==> src/rtl/serial_addsub_compare.sv <==
// Digit-serial unsigned add / subtract / magnitude compare.
// Processes DIGIT bits per cycle from the LSB upward; one result every NUM+2
// cycles with out_ready tied high. Ready/valid on both operand and result side.
//
// state | meaning
// ------+--------------------------------------------------------------
// IDLE  | waiting for an operation (in_ready once out of reset)
// RUN   | one digit per cycle, counter 0..NUM-1
// DONE  | result registers valid, waiting for out_ready
module serial_addsub_compare #(
  parameter int WIDTH = 16,
  parameter int DIGIT = 4
) (
  input  logic             clk,
  input  logic             rst_n,
  input  logic             in_valid,
  output logic             in_ready,
  input  logic [2:0]       op,
  input  logic [WIDTH-1:0] in1,
  input  logic [WIDTH-1:0] in2,
  output logic             out_valid,
  input  logic             out_ready,
  output logic [WIDTH-1:0] out,
  output logic             carry,
  output logic             lt,
  output logic             gt,
  output logic             eq,
  output logic             busy
);

  localparam int NUM = WIDTH / DIGIT;
  localparam int CW  = (NUM > 1) ? $clog2(NUM) : 1;

  if (WIDTH < 1 || DIGIT < 1 || DIGIT > WIDTH || (WIDTH % DIGIT) != 0) begin : g_bad_params
    $error("serial_addsub_compare: illegal WIDTH/DIGIT combination");
  end

  localparam logic [2:0] OP_ADD = 3'd0;
  localparam logic [2:0] OP_SUB = 3'd1;
  localparam logic [2:0] OP_LT  = 3'd2;
  localparam logic [2:0] OP_GT  = 3'd3;
  localparam logic [2:0] OP_EQ  = 3'd4;

  typedef enum logic [1:0] {S_IDLE, S_RUN, S_DONE} state_t;

  state_t           state_q, state_d;
  logic             init_q;
  logic [WIDTH-1:0] a_q, b_q, res_q, res_full;
  logic [2:0]       op_q;
  logic             c_q, nz_q;
  logic [CW-1:0]    cnt_q;
  logic [WIDTH-1:0] out_q, out_d;
  logic             carry_q, carry_d, lt_q, lt_d, gt_q, gt_d, eq_q, eq_d;

  logic             accept, last;
  int               idx;
  logic [DIGIT-1:0] a_dig, b_dig, dig_res;
  logic [DIGIT:0]   sum_w, diff_w;
  logic             is_add, c_nxt, nz_nxt, f_lt, f_gt, f_eq;

  assign accept = in_valid && in_ready;
  assign last   = (state_q == S_RUN) && (cnt_q == CW'(NUM - 1));

  // Digit slice and per-digit add / subtract with carry-in or borrow-in
  assign idx     = int'(cnt_q) * DIGIT;
  assign a_dig   = a_q[idx +: DIGIT];
  assign b_dig   = b_q[idx +: DIGIT];
  assign sum_w   = {1'b0, a_dig} + {1'b0, b_dig} + {{DIGIT{1'b0}}, c_q};
  assign diff_w  = {1'b0, a_dig} - {1'b0, b_dig} - {{DIGIT{1'b0}}, c_q};
  assign is_add  = (op_q == OP_ADD);
  assign dig_res = is_add ? sum_w[DIGIT-1:0] : diff_w[DIGIT-1:0];
  assign c_nxt   = is_add ? sum_w[DIGIT] : diff_w[DIGIT];
  assign nz_nxt  = nz_q | (|diff_w[DIGIT-1:0]);

  // Final-cycle flags include the digit being processed on the DONE edge
  assign f_lt = c_nxt;
  assign f_eq = !nz_nxt;
  assign f_gt = !f_lt && !f_eq;

  // Result register with the current digit merged in
  always_comb begin
    res_full = res_q;
    res_full[idx +: DIGIT] = dig_res;
  end

  // Values loaded into the output registers when RUN completes
  always_comb begin
    out_d   = '0;
    carry_d = 1'b0;
    lt_d    = 1'b0;
    gt_d    = 1'b0;
    eq_d    = 1'b0;
    case (op_q)
      OP_ADD: begin
        out_d   = res_full;
        carry_d = c_nxt;
      end
      OP_SUB, OP_LT, OP_GT, OP_EQ: begin
        carry_d = c_nxt;
        lt_d    = f_lt;
        gt_d    = f_gt;
        eq_d    = f_eq;
        if (op_q == OP_SUB)     out_d    = res_full;
        else if (op_q == OP_LT) out_d[0] = f_lt;
        else if (op_q == OP_GT) out_d[0] = f_gt;
        else                    out_d[0] = f_eq;
      end
      default: ;
    endcase
  end

  // FSM state register; init_q holds off in_ready until the first edge after reset
  always_ff @(posedge clk or negedge rst_n) begin
    if (!rst_n) begin
      state_q <= S_IDLE;
      init_q  <= 1'b0;
    end else begin
      state_q <= state_d;
      init_q  <= 1'b1;
    end
  end

  // FSM next-state logic
  always_comb begin
    state_d = state_q;
    case (state_q)
      S_IDLE:  if (accept)    state_d = S_RUN;
      S_RUN:   if (last)      state_d = S_DONE;
      S_DONE:  if (out_ready) state_d = S_IDLE;
      default:                state_d = S_IDLE;
    endcase
  end

  // FSM outputs
  always_comb begin
    in_ready  = init_q && (state_q == S_IDLE);
    out_valid = (state_q == S_DONE);
    busy      = (state_q != S_IDLE);
  end

  // Operand capture and digit-serial datapath
  always_ff @(posedge clk or negedge rst_n) begin
    if (!rst_n) begin
      a_q   <= '0;
      b_q   <= '0;
      op_q  <= '0;
      res_q <= '0;
      c_q   <= 1'b0;
      nz_q  <= 1'b0;
      cnt_q <= '0;
    end else if (accept) begin
      a_q   <= in1;
      b_q   <= in2;
      op_q  <= op;
      c_q   <= 1'b0;
      nz_q  <= 1'b0;
      cnt_q <= '0;
    end else if (state_q == S_RUN) begin
      res_q <= res_full;
      c_q   <= c_nxt;
      nz_q  <= nz_nxt;
      cnt_q <= cnt_q + 1'b1;
    end
  end

  // Output registers load only on the RUN->DONE edge and hold otherwise
  always_ff @(posedge clk or negedge rst_n) begin
    if (!rst_n) begin
      out_q   <= '0;
      carry_q <= 1'b0;
      lt_q    <= 1'b0;
      gt_q    <= 1'b0;
      eq_q    <= 1'b0;
    end else if (last) begin
      out_q   <= out_d;
      carry_q <= carry_d;
      lt_q    <= lt_d;
      gt_q    <= gt_d;
      eq_q    <= eq_d;
    end
  end

  assign out   = out_q;
  assign carry = carry_q;
  assign lt    = lt_q;
  assign gt    = gt_q;
  assign eq    = eq_q;

endmodule
==> config.mk <==
export PLATFORM = sky130hd
export DESIGN_NAME = serial_addsub_compare
export DESIGN_NICKNAME = d
export VERILOG_FILES = /design/src/rtl/serial_addsub_compare.sv
export SDC_FILE = /design/constraint.sdc
export NUM_CORES = 1
export LEC_CHECK = 0
export BUFFER_PORTS_ARGS = -buffer_cell sky130_fd_sc_hd__buf_2
export CAP_MARGIN = 20
export CORE_MARGIN = 2
export CORE_UTILIZATION = 56
export DETAILED_ROUTE_END_ITERATION = 8
export PLACE_DENSITY = 0.79
export REMOVE_ABC_BUFFERS = 1
export SETUP_SLACK_MARGIN = 0.02
export SYNTH_ARGS = -nofsm -noshare
export SYNTH_HDL_FRONTEND = slang
export SYNTH_SLANG_ARGS = --single-unit
==> constraint.sdc <==
create_clock -name clk -period 3.3 [get_ports clk]
set_clock_uncertainty 0.1 [all_clocks]
set_input_delay 0.165 -clock clk [delete_from_list [all_inputs] [get_ports clk]]
set_output_delay 0.165 -clock clk [all_outputs]
set_load 0.02 [all_outputs]
==> results of run 1 <==
## sequential cells by signal, indices dropped and copies added (netlist names), 2 cells and up
| name | flops |
|---|---|
| cnt_q | 2 |
| out | 16 |
| res_q | 16 |
| a_q | 16 |
| state_q | 2 |
| op_q | 3 |
| b_q | 16 |
## worst max-delay path by stage
stage | endpoint | start
after floorplan | out[0] | cnt_q[0]
after detailed placement | gt | cnt_q[0]
final | out[0] | cnt_q[0]
after global placement | out[0] | cnt_q[0]
after global routing | res_q[6] | cnt_q[0]
after CTS | gt | cnt_q[0]
## routing by layer
layer | wire, um | vias to the layer above | global-route usage
met1 | 3360 | 1354 | 0.300
met2 | 4030 | 68 | 0.396
li1 | - | 1357 | -
met5 | 0 | - | 0
met4 | 97 | 0 | 0.0851
met3 | 346 | 10 | 0.0606
## cell usage in the layout, fill, tap and decap left out, types with 3 or more instances in the layout
cell,count
or3_1,5
dlygate4sd3_1,37
buf_2,60
o21ai_0,6
o31ai_1,5
mux2_2,7
a22oi_1,11
o21ai_1,29
nand3_1,3
a21oi_1,7
dfrtp_1,78
nor3_1,3
nand2_1,42
a32oi_1,4
nor2_1,12
mux2_1,28
fa_1,4
inv_1,17
clkbuf_8,10
buf_4,9
xnor2_1,3
mux4_2,8
ha_1,13
## cells by family (layout without fill, tap and decap cells)
family                   count (synthesis)  after routing
flip-flops                              78             78
AND/OR/NAND/NOR                         74             74
AO/OA/AOI/OAI                           73             73
multiplexers                            45             45
buffers and inverters                   34            140
adder cells (fa/ha/maj)                 17             17
XOR/XNOR                                 4              4
other                                    1              1
## cell usage after synthesis (all sizes together) (2+ instances only)
library cell  instances
nor3                  3
o31ai                 5
inv                  19
xnor2                 3
buf                   6
o21ai                35
nand3                 3
mux2i                 2
a22o                  2
nand2                42
a21oi                 7
a32oi                 4
ha                   13
mux4                  8
and3                  2
or3                   5
clkbuf                9
and2                  2
dfrtp                78
mux2                 35
nand2b                2
nor2                 12
a22oi                11
fa                    4
## layout make-up
cell class | count | area, um2 | share of cell area
Inverter | 19 | 71.3 | 0.0151
Sequential cell | 78 | 1950 | 0.414
Multi-Input combinational cell | 214 | 1670 | 0.354
Clock inverter | 4 | 47.5 | 0.0101
Clock buffer | 11 | 141 | 0.0300
Tap cell | 77 | 96.3 | 0.0204
Timing Repair Buffer | 106 | 738 | 0.157
## per-stage QoR
stage / cell area, um2 / hold WS, ns / std cells
after global placement: 4150 / 0.251 / 457
after CTS: 4710 / 0.387 / 509
after detailed placement: 4150 / 0.256 / 457
after global routing: 4710 / 0.409 / 509
after floorplan: 3690 / -0.231 / 311
final: 4710 / 0.377 / 509
## power groups by stage
stage                     sequential, mW  combinational [mW]  clock, mW
after floorplan                     1.60                2.03          0
after global placement              1.57                2.80          0
after detailed placement            1.58                2.90          0
after CTS                           1.57                2.95      0.708
after global routing                1.61                3.29      0.752
final                               1.57                2.92      0.698
## critical path: cells and delay by family, from the launching register on
kind / cells / cell delay [ns]
buffers and inverters: 2 / 0.28
adders and majority gates: 2 / 0.62
DFF: 1 / 0.43
muxes: 1 / 0.54
AOI/OAI and AO/OA: 3 / 0.33
and+or+nand+nor: 2 / 0.54
==> flow_metrics.py, run 1 <==
metrics = {
    "sta": {
        "finalSetupViolations": 0,
        "tightestPinTransition_ns": 0.953,
        "grt_setup_unrepaired": "no",
        "setup_tns_ns": 0,
        "final_max_slew_viol_count": 0,
        "post-route-period-util": 0.896,
        "max_freq_mhz": 338,
        "slew_headroom": 0.364,
        "min_period_ns": 2.96,
        "hold_viol": 0,
        "setup_ws_ns": 0.344,
    },
    "placed_design": {
        "post-place-ws_ns": 0.339,
        "place.gp.congestion": 0.900,
        "hpwl_um": 5030,
        "port_buffers": 61,
    },
    "clock_network": {
        "root_buffer": "clkbuf_8",
        "cts_resized": 0,
        "cts_tree": "done",
        "htree_levels": 3,
        "cts_buffers": 9,
        "hold_buffers": 37,
        "cts.clk_slew.worst_paths_ns": 0.08,
        "cts_num_sinks": 78,
        "cts_setup_buffers": 0,
        "clk_latency_ns": 0.35,
        "clockBufferDepth": 2,
    },
    "power": {
        "ir_worst_vdd_uv": 663,
        "switchingPower_mw": 2.28,
        "p_leak_nw": 2.19,
        "total_power_mw": 5.18,
        "power.internal_mw": 2.90,
        "swShare": 0.440,
        "p_seq_frac": 0.302,
        "p_clk_frac": 0.135,
        "comb_power_share": 0.563,
        "powerDensity_mw_per_mm2": 1100,
    },
    "setup_path": {
        "worstPathCellList": "buf_4, mux4_2, ha_1, inv_1, ha_1, a21boi_1, or3_1, and2_1, o2111ai_1, a31oi_1",
        "cp-start-kind": "flip-flop",
        "rrSetupSlack_ns": 0.34,
        "crit_type": "flip-flop to flip-flop",
        "crit_top_cell": "ha_1",
        "cp.arrival_ns": 3.09,
        "r2r_end": "out[0]",
        "crit_required_ns": 3.43,
        "cpMaxStageDelayCell": "mux4_2",
        "rr_startpoint": "cnt_q[0]",
        "endpoint_kind": "flip-flop",
        "cp_max_fo": 6,
        "max_stage_delay_ns": 0.54,
        "ff2ff_path_depth": 10,
    },
    "floorplanning": {
        "core_mm2": 0.00642,
        "io_pins": 62,
        "die_height_um": 85.8,
        "initial_core_util": 0.583,
        "die_area_mm2": 0.00736,
        "die_w_um": 85.8,
        "num_rows": 29,
    },
    "cells_and_area": {
        "fillers": 446,
        "utilization": 0.734,
        "fin_nets": 484,
        "antennaDiodeCount": 0,
        "syn2layout_area_growth_pct": 25.8,
        "drive_gt1_frac": 0.241,
    },
    "route": {
        "drc": 3,
        "drt_iter0_markers": 214,
        "viasPerCell": 5.48,
        "wl_per_cell_um": 15.4,
        "drt_wl_total_um": 7840,
        "postRouteAntennaNets": 0,
        "vias": 2789,
        "dr.pass1.iters": 6,
    },
    "grt": {
        "grt_start_max_net_pins": 79,
        "antenna_found_initial": 0,
        "grt_pass1_vias": 2887,
        "grt.total_usage": 0.237,
        "grt_pass1_wl_um": 13400,
        "gr-total-overflow": 0,
    },
    "yosys": {
        "synth_cells": 326,
        "synth.distinct_cells": 43,
        "syn_area_mm2": 0.00375,
        "synth_fa_ha_area_frac": 0.0648,
        "synth_top_family_by_area": "multiplexers",
        "synth_area_leader_cell": "dfrtp_1",
        "synth_seq_cells": 78,
        "syn_area_per_cell_um2": 11.5,
        "yosysSeqAreaShare": 0.521,
        "synth.top_cells.by_area": "dfrtp_1 (52%), mux2_1 (8.4%), mux4_2 (4.8%)",
        "synth_compound_area_frac": 0.123,
        "synthMuxAreaShare": 0.160,
        "synth_top_area_frac": 0.521,
        "async_reset_ff_frac": 1.00,
        "synth_edf_count": 0,
        "synthSimpleGateAreaFrac": 0.0871,
        "synth_xor_xnor_area_share": 0.00935,
        "synth_ff_type": "dfrtp_1",
        "yosysWarnings": 0,
    },
    "min_path": {
        "hold_end": "out[5]",
        "hold_depth": 2,
        "holdCritStartpoint": "out[5]",
        "worstHoldPathType": "flip-flop to flip-flop",
    },
    "status": {
        "violations": "DRC",
        "run_status": "finished, violations left",
    },
    "flow_run": {
        "maxCapViolations": 0,
    },
}
No activity file was read; power rests on OpenSTA's default activity.
==> run 2, diff against run 1 <==
--- a/config.mk
+++ b/config.mk
@@ -11,6 +11,7 @@
 export CORE_UTILIZATION = 56
 export DETAILED_ROUTE_END_ITERATION = 8
 export PLACE_DENSITY = 0.79
+export RECOVER_POWER = 100
 export REMOVE_ABC_BUFFERS = 1
 export SETUP_SLACK_MARGIN = 0.02
 export SYNTH_ARGS = -nofsm -noshare
==> flow_metrics.py, run 2 (synthesis gave the netlist of run 1 again) <==
metrics = {
    "floorplanning": {
        "die_height_um": 85.8,
        "initial_core_util": 0.583,
        "core_mm2": 0.00642,
        "die_w_um": 85.8,
        "num_rows": 29,
        "die_area_mm2": 0.00736,
        "io_pins": 62,
    },
    "power": {
        "powerDensity_mw_per_mm2": 1090,
        "p_clk_frac": 0.136,
        "switchingPower_mw": 2.27,
        "comb_power_share": 0.556,
        "ir_worst_vdd_uv": 645,
        "p_leak_nw": 2.09,
        "p_seq_frac": 0.308,
        "power.internal_mw": 2.84,
        "swShare": 0.445,
    },
    "route": {
        "wl_per_cell_um": 15.6,
        "viasPerCell": 5.50,
        "drt_wl_total_um": 7940,
        "dr.pass1.iters": 6,
        "vias": 2801,
        "drc": 3,
        "drt_iter0_markers": 228,
        "postRouteAntennaNets": 0,
    },
    "setup_path": {
        "crit_type": "flip-flop to flip-flop",
        "critical_path.startpoint": "cnt_q[1]",
        "crit_cells": 11,
        "worstPathCellList": "clkbuf_1, mux4_2, inv_1, ha_1, inv_1, ha_1, a21boi_0, or3_1, and2_1, o2111ai_1, a31oi_1",
        "max_stage_delay_ns": 0.55,
        "cp_max_fo": 8,
        "rr_startpoint": "cnt_q[1]",
        "crit_required_ns": 3.43,
        "cpMaxStageDelayCell": "dfrtp_1",
        "timing.critical_path.max_delay_family": "flip-flops",
        "cp-start-kind": "flip-flop",
        "cp.arrival_ns": 3.11,
        "crit_buf_inv": 3,
        "ff2ff_path_depth": 11,
        "endpoint_kind": "flip-flop",
    },
    "sta": {
        "hold_viol": 0,
        "grt_setup_unrepaired": "no",
        "setup_ws_ns": 0.316,
        "post-route-period-util": 0.904,
        "slew_headroom": -0.242,
        "finalSetupViolations": 0,
        "final_max_slew_viol_count": 116,
        "max_freq_mhz": 335,
        "tightestPinTransition_ns": 1.86,
        "setup_tns_ns": 0,
        "min_period_ns": 2.98,
    },
    "clock_network": {
        "cts_buffers": 9,
        "clk_latency_ns": 0.35,
        "clockBufferDepth": 2,
        "htree_levels": 3,
        "cts.clk_slew.worst_paths_ns": 0.07,
        "cts_tree": "done",
        "root_buffer": "clkbuf_8",
        "cts_num_sinks": 78,
    },
    "placed_design": {
        "place.gp.congestion": 0.900,
        "post-place-ws_ns": 0.339,
        "hpwl_um": 5030,
        "port_buffers": 61,
    },
    "min_path": {
        "worstHoldPathType": "flip-flop to flip-flop",
        "holdCritStartpoint": "out[5]",
        "hold_depth": 2,
    },
    "grt": {
        "gr-total-overflow": 0,
        "antenna_found_initial": 0,
        "grt_start_max_net_pins": 79,
        "grt.total_usage": 0.237,
        "grt_pass1_wl_um": 13400,
        "grt_pass1_vias": 2887,
    },
    "cells_and_area": {
        "drive_gt1_frac": 0.176,
        "syn2layout_area_growth_pct": 24.5,
        "fillers": 474,
        "most-common-layout-cells": "dfrtp_1 (78), nand2_1 (42), dlygate4sd3_1 (37), buf_2 (37), o21ai_0 (29)",
        "final_common_cell": "dfrtp_1",
        "fin_nets": 484,
        "antennaDiodeCount": 0,
    },
    "status": {
        "violations": "DRC, capacitance limit, slew limit",
        "run_status": "finished, violations left",
    },
    "flow_run": {
        "maxCapViolations": 2,
    },
}
-- run 2: cell count changes in the layout (fill, tap and decap cells not counted), sizes merged --
cell	before	now
buf	69	41
clkbuf	11	39
-- run 2: worst reg2reg max path: cells and delay by family (launching register included) --
| kind | cells | cell delay [ns] |
|---|---|---|
| mux | 1 | 0.37 |
| simple gates | 2 | 0.55 |
| fa+ha+maj | 2 | 0.48 |
| buf+inv | 3 | 0.49 |
| flops | 1 | 0.55 |
| compound gates | 3 | 0.33 |
-- run 2: metrics by stage --
stage               power (mW)  instances  hold slack (ns)  cell area (um2)   util
finish                    5.11        509            0.376             4670  0.726
global route              5.57        509            0.413             4670  0.726
CTS                       5.22        509            0.387             4710  0.734
detailed placement        4.48        457            0.256             4150  0.647
floorplan                 3.63        311           -0.231             3690      -
global placement          4.37        457            0.251             4150  0.647
-- run 2: routing by layer --
metal / share of wire / track usage / routed length (um)
met1: 0.45 / 0.300 / 3600
met2: 0.50 / 0.396 / 3950
met3: 0.037 / 0.0606 / 291
met4: 0.012 / 0.0851 / 97
met5: 0 / 0 / 0
-- run 2: cell type report --
class                           count  area [um2]  area share
Timing Repair Buffer              106         692       0.148
Clock inverter                      4        47.5      0.0102
Sequential cell                    78        1950       0.418
Inverter                           19        71.3      0.0153
Clock buffer                       11         141      0.0303
Tap cell                           77        96.3      0.0206
Multi-Input combinational cell    214        1670       0.357
-- run 2: power by group through the flow --
stage	clock network [mW]	registers, mW	logic (mW)
6_report	0.696	1.57	2.84
5_1_grt	0.752	1.62	3.20
2_1_floorplan	0	1.60	2.03
3_3_place_gp	0	1.57	2.80
3_5_place_dp	0	1.58	2.90
4_1_cts	0.708	1.57	2.95
-- run 2: path summary, 6_finish.rpt --
path / endpoint / slack, ns
min in group asynchronous: res_q[5] / 0.76
min reg2reg: out[5] / 0.38
max in group asynchronous: res_q[0] / 1.22
max: out[0] / 0.32
min: out[5] / 0.38
max reg2reg: out[0] / 0.32
-- run 2: what timing repair did --
item | CTS | global route
hold buffers | 37 | 0
endpoints found under the hold margin | 114 | 0
resized for setup | 0 | 0
buffers inserted | 0 | 0
==> run 3, diff against run 2 <==
--- a/config.mk
+++ b/config.mk
@@ -8,9 +8,10 @@
 export BUFFER_PORTS_ARGS = -buffer_cell sky130_fd_sc_hd__buf_2
 export CAP_MARGIN = 20
 export CORE_MARGIN = 2
-export CORE_UTILIZATION = 56
+export CORE_UTILIZATION = 58
+export CTS_BUF_LIST = sky130_fd_sc_hd__clkbuf_8
 export DETAILED_ROUTE_END_ITERATION = 8
-export PLACE_DENSITY = 0.79
+export PLACE_DENSITY = 0.82
 export RECOVER_POWER = 100
 export REMOVE_ABC_BUFFERS = 1
 export SETUP_SLACK_MARGIN = 0.02
==> flow_metrics.py, run 3 (synthesis gave the netlist of run 1 again) <==
metrics = {
    "setup_path": {
        "ff2ff_path_depth": 7,
        "rr_startpoint": "cnt_q[0]",
        "cp-start-kind": "flip-flop",
        "critical_path.startpoint": "cnt_q[0]",
        "crit_type": "flip-flop to flip-flop",
        "rrSetupSlack_ns": 0.22,
        "endpoint_kind": "flip-flop",
        "cp.arrival_ns": 3.18,
        "cp_max_fo": 8,
        "crit_required_ns": 3.41,
        "r2r_end": "res_q[15]",
        "critPathCapture": "res_q[15]",
    },
    "floorplanning": {
        "io_pins": 62,
        "core_mm2": 0.00631,
        "die_area_mm2": 0.00712,
        "die_height_um": 84.4,
        "num_rows": 29,
        "initial_core_util": 0.594,
        "die_w_um": 84.4,
    },
    "sta": {
        "min_period_ns": 3.08,
        "slew_headroom": -0.244,
        "setup_ws_ns": 0.221,
        "hold_viol": 0,
        "finalSetupViolations": 0,
        "tightestPinTransition_ns": 1.87,
        "final_max_slew_viol_count": 117,
        "max_freq_mhz": 325,
        "setup_tns_ns": 0,
        "post-route-period-util": 0.933,
        "grt_setup_unrepaired": "no",
    },
    "min_path": {
        "hold_depth": 2,
        "worstHoldPathType": "flip-flop to flip-flop",
    },
    "route": {
        "drt_iter0_markers": 197,
        "vias": 2839,
        "wl_per_cell_um": 16.4,
        "dr.pass1.iters": 4,
        "drc": 0,
        "viasPerCell": 5.57,
        "postRouteAntennaNets": 0,
        "drt_wl_total_um": 8370,
    },
    "cells_and_area": {
        "fin_cells": 510,
        "fin_nets": 484,
        "syn2layout_area_growth_pct": 24.8,
        "design_area_mm2": 0.00468,
        "utilization": 0.741,
        "drive_gt1_frac": 0.178,
        "most-common-layout-cells": "dfrtp_1 (78), nand2_1 (42), dlygate4sd3_1 (37), buf_2 (37), o21ai_0 (30)",
        "final_common_cell": "dfrtp_1",
        "antennaDiodeCount": 0,
    },
    "clock_network": {
        "cts_resized": 0,
        "root_buffer": "clkbuf_8",
        "htree_levels": 3,
        "clockBufferDepth": 2,
        "clk_latency_ns": 0.34,
        "cts_buffers": 9,
        "cts.clk_slew.worst_paths_ns": 0.08,
        "cts_tree": "done",
        "cts_num_sinks": 78,
    },
    "placed_design": {
        "hpwl_um": 5260,
        "place_area_mm2": 0.00415,
        "port_buffers": 61,
        "place.gp.congestion": 0.866,
        "dpl.cell_count": 457,
        "post-place-ws_ns": 0.229,
    },
    "power": {
        "powerDensity_mw_per_mm2": 1120,
        "p_leak_nw": 2.10,
        "ir_worst_vdd_uv": 720,
    },
    "grt": {
        "grt_start_max_net_pins": 79,
        "grt_pass1_wl_um": 14000,
        "gr-total-overflow": 0,
        "grt_pass1_vias": 2962,
        "grt.total_usage": 0.252,
        "antenna_found_initial": 0,
    },
    "flow_run": {
        "maxCapViolations": 2,
    },
    "status": {
        "run_status": "finished, violations left",
        "violations": "capacitance limit, slew limit",
    },
}
==> run 3: final cells by class <==
| cell class | count | area (um2) |
|---|---|---|
| flip-flops and latches | 78 | 1950 |
| multi-input cells | 214 | 1670 |
| fillers | 473 | 1640 |
| repair buffers | 106 | 692 |
| clock buffers | 11 | 151 |
| well taps | 77 | 96.3 |
| inverters | 19 | 71.3 |
| clock inverters | 5 | 48.8 |
==> run 3: worst min path at each step <==
| stage | startpoint | to | slack (ns) |
|---|---|---|---|
| after detailed placement | out_ready | state_q[1] | 0.25 |
| after floorplan | rst_n | a_q[0] | -0.23 |
| final | out[6] | out[6] | 0.38 |
| after global routing | a_q[14] | a_q[14] | 0.40 |
| after CTS | out[6] | out[6] | 0.39 |
| after global placement | out_ready | state_q[1] | 0.24 |
==> run 3: per-layer routing <==
metal  global-route usage  wire length (um)  vias to the layer above
met5                    0                 0                        -
met4               0.0952               213                        0
met3               0.0531               363                       17
met2                0.441              4380                       86
met1                0.310              3410                     1378
li1                     -                 -                     1358
==> run 3: power breakdown <==
| group | switching (mW) | leakage, nW | internal (mW) | total (mW) |
|---|---|---|---|---|
| clock | 0.333 | 0.110 | 0.384 | 0.717 |
| combinational | 1.76 | 0.999 | 1.16 | 2.92 |
| sequential | 0.269 | 0.993 | 1.33 | 1.60 |
| total | 2.36 | 2.10 | 2.87 | 5.23 |
==> run 3: worst max-delay path: stages, from the launching register on <==
cell      delay (ns)
dfrtp_1         0.49
mux4_2          0.59
fa_1            0.45
ha_1            0.31
a211oi_2        0.23
xnor2_1         0.19
mux2i_2         0.41
o21ai_0         0.18
==> run 3: through the flow <==
stage / power (mW) / hold slack, ns
floorplan: 3.63 / -0.231
detailed placement: 4.53 / 0.254
finish: 5.23 / 0.376
CTS: 5.29 / 0.386
global placement: 4.37 / 0.244
global route: 5.60 / 0.401
==> run 3: repair_timing <==
action | in CTS | in global routing
hold buffers | 37 | 0
endpoints found under the hold margin | 114 | 0
buffers inserted | 0 | 0
